<file path="src/rtl/riscv_rf_pkg.sv">
`default_nettype none
// ============================================================================
// Module      : riscv_rf_pkg
// Description : Shared constants and types for the register file writeback
//               arbiter and its round-robin sub-arbiter.
// Revision    : 1.0 - initial release
// ============================================================================
package riscv_rf_pkg;

    localparam int XLEN   = 32;
    localparam int REG_AW = 5;

    // Writeback arbiter operating state: CLEAR sweeps x1..x31, RUN arbitrates.
    typedef enum logic [0:0] {
        CLEAR = 1'b0,
        RUN   = 1'b1
    } rf_state_e;

    // Requester indices into the req/gnt vectors.
    localparam int REQ_ALU = 0;
    localparam int REQ_LSU = 1;

    localparam logic [REG_AW-1:0] REG_ZERO = '0;

    // Index of the requester that did not win a 2-way grant.
    function automatic logic other_req(input logic [1:0] gnt);
        return gnt[REQ_ALU] ? 1'(REQ_LSU) : 1'(REQ_ALU);
    endfunction

endpackage
`default_nettype wire

</file>
<file path="src/rtl/rf_rr_arbiter2.sv">
`default_nettype none
// ============================================================================
// Module      : rf_rr_arbiter2
// Description : Two-way round-robin grant logic with its priority pointer.
//               With rr_en low the pointer is pinned to the LSU requester.
// Revision    : 1.0 - initial release
// ============================================================================
module rf_rr_arbiter2 (
    input  logic       clk,
    input  logic       rst_n,
    input  logic [1:0] req,
    input  logic       enable,
    input  logic       rr_en,
    output logic [1:0] gnt
);
    import riscv_rf_pkg::*;

    // prio holds the index of the requester that wins a tie.
    logic prio_q;
    logic prio_d;

    // Grant a lone requester directly; on a tie grant the prio side.
    always_comb begin
        gnt    = 2'b00;
        prio_d = prio_q;
        if (enable) begin
            if (req == 2'b11) begin
                gnt[prio_q] = 1'b1;
            end else begin
                gnt = req;
            end
            if (|gnt) begin
                prio_d = other_req(gnt);
            end
        end
        if (!rr_en) begin
            prio_d = 1'(REQ_LSU);
        end
    end

    // Priority pointer register; LSU wins ties first out of reset.
    always_ff @(posedge clk or negedge rst_n) begin
        if (!rst_n) begin
            prio_q <= 1'(REQ_LSU);
        end else begin
            prio_q <= prio_d;
        end
    end

endmodule
`default_nettype wire

</file>
<file path="src/rtl/regfile_wb_arbiter.sv">
`default_nettype none
// ============================================================================
// Module      : regfile_wb_arbiter
// Description : Owns the register file write port. Clears x1..x(N-1) after
//               reset or on request, then arbitrates ALU and LSU writeback
//               beats onto a registered write port and counts conflicts.
// Revision    : 1.0 - initial release
// ============================================================================
module regfile_wb_arbiter #(
    parameter int XLEN   = riscv_rf_pkg::XLEN,
    parameter int REG_AW = riscv_rf_pkg::REG_AW,
    parameter int CNT_W  = 16,
    parameter int RR_EN  = 1
) (
    input  logic              CLK,
    input  logic              RST_N,
    input  logic              ALU_VALID,
    input  logic [REG_AW-1:0] ALU_RD,
    input  logic [XLEN-1:0]   ALU_WD,
    output logic              ALU_READY,
    input  logic              LSU_VALID,
    input  logic [REG_AW-1:0] LSU_RD,
    input  logic [XLEN-1:0]   LSU_WD,
    output logic              LSU_READY,
    input  logic              CLR_REQ,
    output logic              BUSY,
    output logic              RegWrite,
    output logic [REG_AW-1:0] A3,
    output logic [XLEN-1:0]   WD,
    output logic [CNT_W-1:0]  CONFLICT_CNT
);
    import riscv_rf_pkg::*;

    localparam logic [REG_AW-1:0] CLR_LAST = {REG_AW{1'b1}};
    localparam logic [REG_AW-1:0] CLR_FIRST = REG_AW'(1);
    localparam logic [CNT_W-1:0]  CNT_MAX  = {CNT_W{1'b1}};

    rf_state_e         state_q,        state_d;
    logic [REG_AW-1:0] clr_cnt_q,      clr_cnt_d;
    logic              reg_write_q,    reg_write_d;
    logic [REG_AW-1:0] a3_q,           a3_d;
    logic [XLEN-1:0]   wd_q,           wd_d;
    logic [CNT_W-1:0]  conflict_cnt_q, conflict_cnt_d;

    logic              arb_en;
    logic [1:0]        req;
    logic [1:0]        gnt;
    logic [REG_AW-1:0] sel_rd;
    logic [XLEN-1:0]   sel_wd;

    // A clear request blocks grants in the very cycle it is seen.
    assign arb_en          = (state_q == RUN) && !CLR_REQ;
    assign req[REQ_ALU]    = ALU_VALID;
    assign req[REQ_LSU]    = LSU_VALID;

    rf_rr_arbiter2 u_arb (
        .clk    (CLK),
        .rst_n  (RST_N),
        .req    (req),
        .enable (arb_en),
        .rr_en  (RR_EN != 0),
        .gnt    (gnt)
    );

    assign ALU_READY = gnt[REQ_ALU];
    assign LSU_READY = gnt[REQ_LSU];
    assign sel_rd    = gnt[REQ_LSU] ? LSU_RD : ALU_RD;
    assign sel_wd    = gnt[REQ_LSU] ? LSU_WD : ALU_WD;

    // Next-state, clear sequencing, write port and conflict counter.
    always_comb begin
        state_d        = state_q;
        clr_cnt_d      = clr_cnt_q;
        reg_write_d    = 1'b0;
        a3_d           = a3_q;
        wd_d           = wd_q;
        conflict_cnt_d = conflict_cnt_q;
        case (state_q)
            CLEAR: begin
                reg_write_d = 1'b1;
                a3_d        = clr_cnt_q;
                wd_d        = '0;
                clr_cnt_d   = clr_cnt_q + REG_AW'(1);
                if (clr_cnt_q == CLR_LAST) begin
                    state_d = RUN;
                end
            end
            RUN: begin
                // Conflicts are counted even when CLR_REQ suppresses grants.
                if (ALU_VALID && LSU_VALID && (conflict_cnt_q != CNT_MAX)) begin
                    conflict_cnt_d = conflict_cnt_q + CNT_W'(1);
                end
                if (CLR_REQ) begin
                    state_d   = CLEAR;
                    clr_cnt_d = CLR_FIRST;
                end else if ((|gnt) && (sel_rd != REG_AW'(REG_ZERO))) begin
                    // Beats to x0 are accepted but dropped here.
                    reg_write_d = 1'b1;
                    a3_d        = sel_rd;
                    wd_d        = sel_wd;
                end
            end
            default: begin
                state_d   = CLEAR;
                clr_cnt_d = CLR_FIRST;
            end
        endcase
    end

    // State and output registers; reset restarts the clear at x1.
    always_ff @(posedge CLK or negedge RST_N) begin
        if (!RST_N) begin
            state_q        <= CLEAR;
            clr_cnt_q      <= CLR_FIRST;
            reg_write_q    <= 1'b0;
            a3_q           <= '0;
            wd_q           <= '0;
            conflict_cnt_q <= '0;
        end else begin
            state_q        <= state_d;
            clr_cnt_q      <= clr_cnt_d;
            reg_write_q    <= reg_write_d;
            a3_q           <= a3_d;
            wd_q           <= wd_d;
            conflict_cnt_q <= conflict_cnt_d;
        end
    end

    assign BUSY         = (state_q == CLEAR);
    assign RegWrite     = reg_write_q;
    assign A3           = a3_q;
    assign WD           = wd_q;
    assign CONFLICT_CNT = conflict_cnt_q;

endmodule
`default_nettype wire

</file>
<file path="config.mk">
export PLATFORM = sky130hd
export DESIGN_NAME = regfile_wb_arbiter
export DESIGN_NICKNAME = d
export VERILOG_FILES = /design/src/rtl/riscv_rf_pkg.sv /design/src/rtl/rf_rr_arbiter2.sv /design/src/rtl/regfile_wb_arbiter.sv
export SDC_FILE = /design/constraint.sdc
export NUM_CORES = 1
export LEC_CHECK = 0
export CAP_MARGIN = 20
export CORE_MARGIN = 5
export CORE_UTILIZATION = 39
export CTS_CLUSTER_SIZE = 25
export DETAILED_ROUTE_END_ITERATION = 6
export PLACE_DENSITY = 0.77
export REMOVE_ABC_BUFFERS = 1
export SKIP_CTS_REPAIR_TIMING = 1
export SLEW_MARGIN = 20
export SYNTH_ARGS = -nofsm -noshare
export SYNTH_HDL_FRONTEND = slang
export SYNTH_HIERARCHICAL = 1
export SYNTH_SLANG_ARGS = --single-unit
</file>
<file path="constraint.sdc">
create_clock -name CLK -period 2.5 [get_ports CLK]
set_input_delay 0.5 -clock CLK [delete_from_list [all_inputs] [get_ports CLK]]
set_output_delay 0.5 -clock CLK [all_outputs]
set_load 0.05 [all_outputs]
</file>
==> results.md <==
* Status: finished clean
* Yosys Warn Count at 6
* Pins Over Slew Limit at 0
* Met3 routed WL at 831 um
* Final nets at roughly 550
* Area of the multi-input gates at ~1700 um^2
* Flops & latches, synth at 61
* VDD IR max at between 500 and 600 uV
* Max layer used: met4
* LEAKAGE at between 2 and 2.5 nW
* Final WS setup at 0.05043 ns
* Via count at around 3,000
* Worst reg2reg path startpoint: state_q$_DFF_PN0_
* Clk_skew at between 0.008 and 0.009 ns
* RePlAce Congestion at around 0.83
* Routed len/inst at 15.99 um
* WL met2 at between 4 and 5 mm
* Area Overhead vs Synth at 55.21%
* Critical Path Start: LSU_VALID
* Global-route wire length before repair at about 14 mm
* WL final at ~9.2 mm
* Vias in the first global route at 3,048
* Slowest Stage Delay on Critical Path at approximately 0.48 ns
* Die area at approximately 11,000 um^2
* Post-Route Utilization at 62.48%
* Tightest Pin Transition at approximately 0.73 ns
* Critical path class: in2reg
* Clock share of power at between 20% and 30%
* Max Cap Violations at 0
* Fillers at 709
* FF+latch area at 1530 um^2
* Synth cell types at 40
* Mean area per synthesized cell at between 10 and 15 um^2
* Top delay family on crit path: buffers and inverters
* Rows at 33
* Total core area at roughly 8300 um^2
* Post-Place Setup Slack at -0.2966 ns
* Ys flop type: dfrtp_1
* Clock buffer depth at 2
* WP data arrival at about 2.7 ns
* Switch share at 33.78%
* ANT cells at 0
* Final-report hold violation count at 0
* Clock transition at the registers of the reported paths at approximately 0.07 ns
* Sequential fraction of the synthesis area at a little under half
* Asr flop ratio synth at 100.0%
* Drc violations at 0
* Crit path launch type: primary input
* CP max FO at 11
* Clock latency on the worst-skew pair at 0.32 ns
* H-tree depth at 3
* Mapped cell area at ~3300 um^2
* Avg Vias per Cell at ~5.1
* Min Tclk post-route at 2.450 ns
* Setup TNS at 0 ns
* Hpwl dp at around 7 mm
* Int Power at roughly 0.002 W
* Seq pwr share at about two fifths
* CP bufs+invs at 3
* Die H at 102.6 um
* RSZ-0062 raised after global routing: no
* Die Wd at 102.6 um
* CP Cell Sequence: clkdlybuf4s50_1, nand2_1, a21oi_4, or4b_1, o22a_1, o21ai_4, buf_12, clkbuf_16, mux2i_1
* Number of flops mapped to enable cells by yosys at 0
* I/O Buffers at between 100 and 150
* Syn Inst Count at ~310
* Layout cells sized above 1 at 17.91%
* Pre-antenna DRT Iters at 4
* Met1 Wirelength at 3.526 mm
* Dpl cells at approximately 550
* Clk root buf: clkbuf_8
* CTS tree: yes
* Psw at around 0.0010 W
* Relative slew slack at roughly 51%
* Pin count of the biggest net entering global routing at slightly below 80
* Initial antenna violation count at 0
* Initial Util at 40.25%
* CP required at 2.74 ns
* All-Layer GR Usage at 16.85%
* Final Cycle Share at a little over nine tenths
* Num CTS Buffers at 9
* Grt total ovfl at 0
* Comb power frac at roughly 34%
* Hold/Removal Path Class: in2async
* Final setup violation count at 0
* Post-route ant nets at 0
* Slowest-stage cell, CP: clkdlybuf4s50_1
* Power density cells at roughly 580 nW/um^2
* Non-Filler Instances at between 500 and 600
* Worst setup EP type: register
* F_max at between 0.4 and 0.5 GHz
* Clock sink total at 61
* Top-Level Pins at 136
* Total power at around 0.0030 W
* DRT iter0 DRCs at 88
-- layout by cell type (no fill, tap or decap), drive strengths merged, types with 4 or more instances in the layout --
cell type      count
a211oi             5
a21oi              5
buf               23
clkbuf            17
clkdlybuf4s50    130
dfrtp             59
inv                5
mux2              34
mux2i             41
nand2             74
nand3              5
nand4              6
nor2               6
o32ai              4
xnor2              5
xor2              12
-- through the flow --
stage	hold WS, ns	cell area (um^2)
after floorplan	0.2044	3217
after global placement	0.4877	4905
after detailed placement	0.4858	4905
after CTS	0.1862	5077
after global routing	0.2149	5185
final	0.1732	5185
-- path summary, 6_finish.rpt --
kind                       cells past startpoint  slack (ns)                          end
max                                            9        0.05           WD[20]$_DFFE_PN0P_
min                                            1        0.17  CONFLICT_CNT[7]$_DFFE_PN0P_
max reg2reg                                   10        0.16           WD[20]$_DFFE_PN0P_
min reg2reg                                    1        0.50  CONFLICT_CNT[7]$_DFFE_PN0P_
max in group asynchronous                      3        1.58            WD[4]$_DFFE_PN0P_
min in group CLK                               1        0.50  CONFLICT_CNT[7]$_DFFE_PN0P_
-- state kept, by name, summed over array words and instances, names as in the netlist --
register / count
A3: 5
CONFLICT_CNT: 16
RegWrite: 1
WD: 32
clr_cnt_q: 5
state_q: 1
u_arb/prio_q: 1
-- layout make-up --
type | count | area share (%)
clock inverter | 2 | 0.1931
sequential | 61 | 29.51
timing repair buffer | 157 | 31.66
clock buffer | 14 | 3.137
inverter | 5 | 0.3620
tap | 105 | 2.534
multi-input combinational | 230 | 32.60
-- power groups by stage --
stage | registers, W | logic (W) | clock network, W
final | 0.00121 | 0.00101 | 0.000771
after global routing | 0.00122 | 0.00108 | 0.000845
after CTS | 0.00121 | 0.00101 | 0.000794
after detailed placement | 0.00122 | 0.00100 | 0
after global placement | 0.00122 | 0.000981 | 0
after floorplan | 0.00146 | 0.000354 | 0
-- Yosys cell counts, drive strengths merged, types with 3 or more instances --
cell,n,area share [%]
o32ai,4,1.0
nand4,6,1.1
xor2,12,3.1
xnor2,5,1.3
nand3,5,0.75
or2,3,0.56
and3,3,0.56
a211oi,5,1.1
nor4,3,1.0
inv,5,0.56
nor4b,3,0.79
nor2,6,0.67
nand2,74,8.3
ha,3,1.1
buf,9,2.8
mux2i,41,12
mux2,34,11
clkbuf,9,1.0
a21oi,5,0.75
dfrtp,59,44
-- per-layer routing --
| metal | vias to the layer above | global-route usage [%] |
|---|---|---|
| met5 | - | 0 |
| met4 | 0 | 4.743 |
| met3 | 13 | 5.413 |
| met2 | 107 | 29.89 |
| met1 | 1422 | 19.50 |
| li1 | 1398 | - |
-- kinds of logic after synthesis --
kind of cell / synth area share (%)
AOI/OAI and AO/OA: 5.356
xor gates and xnor gates: 4.457
adders and majority gates: 1.124
buffers and inverters: 4.382
DFF: 45.77
muxes: 23.75
other: 0.1123
and+or+nand+nor: 15.06
Power figures use the tool's default switching activity.
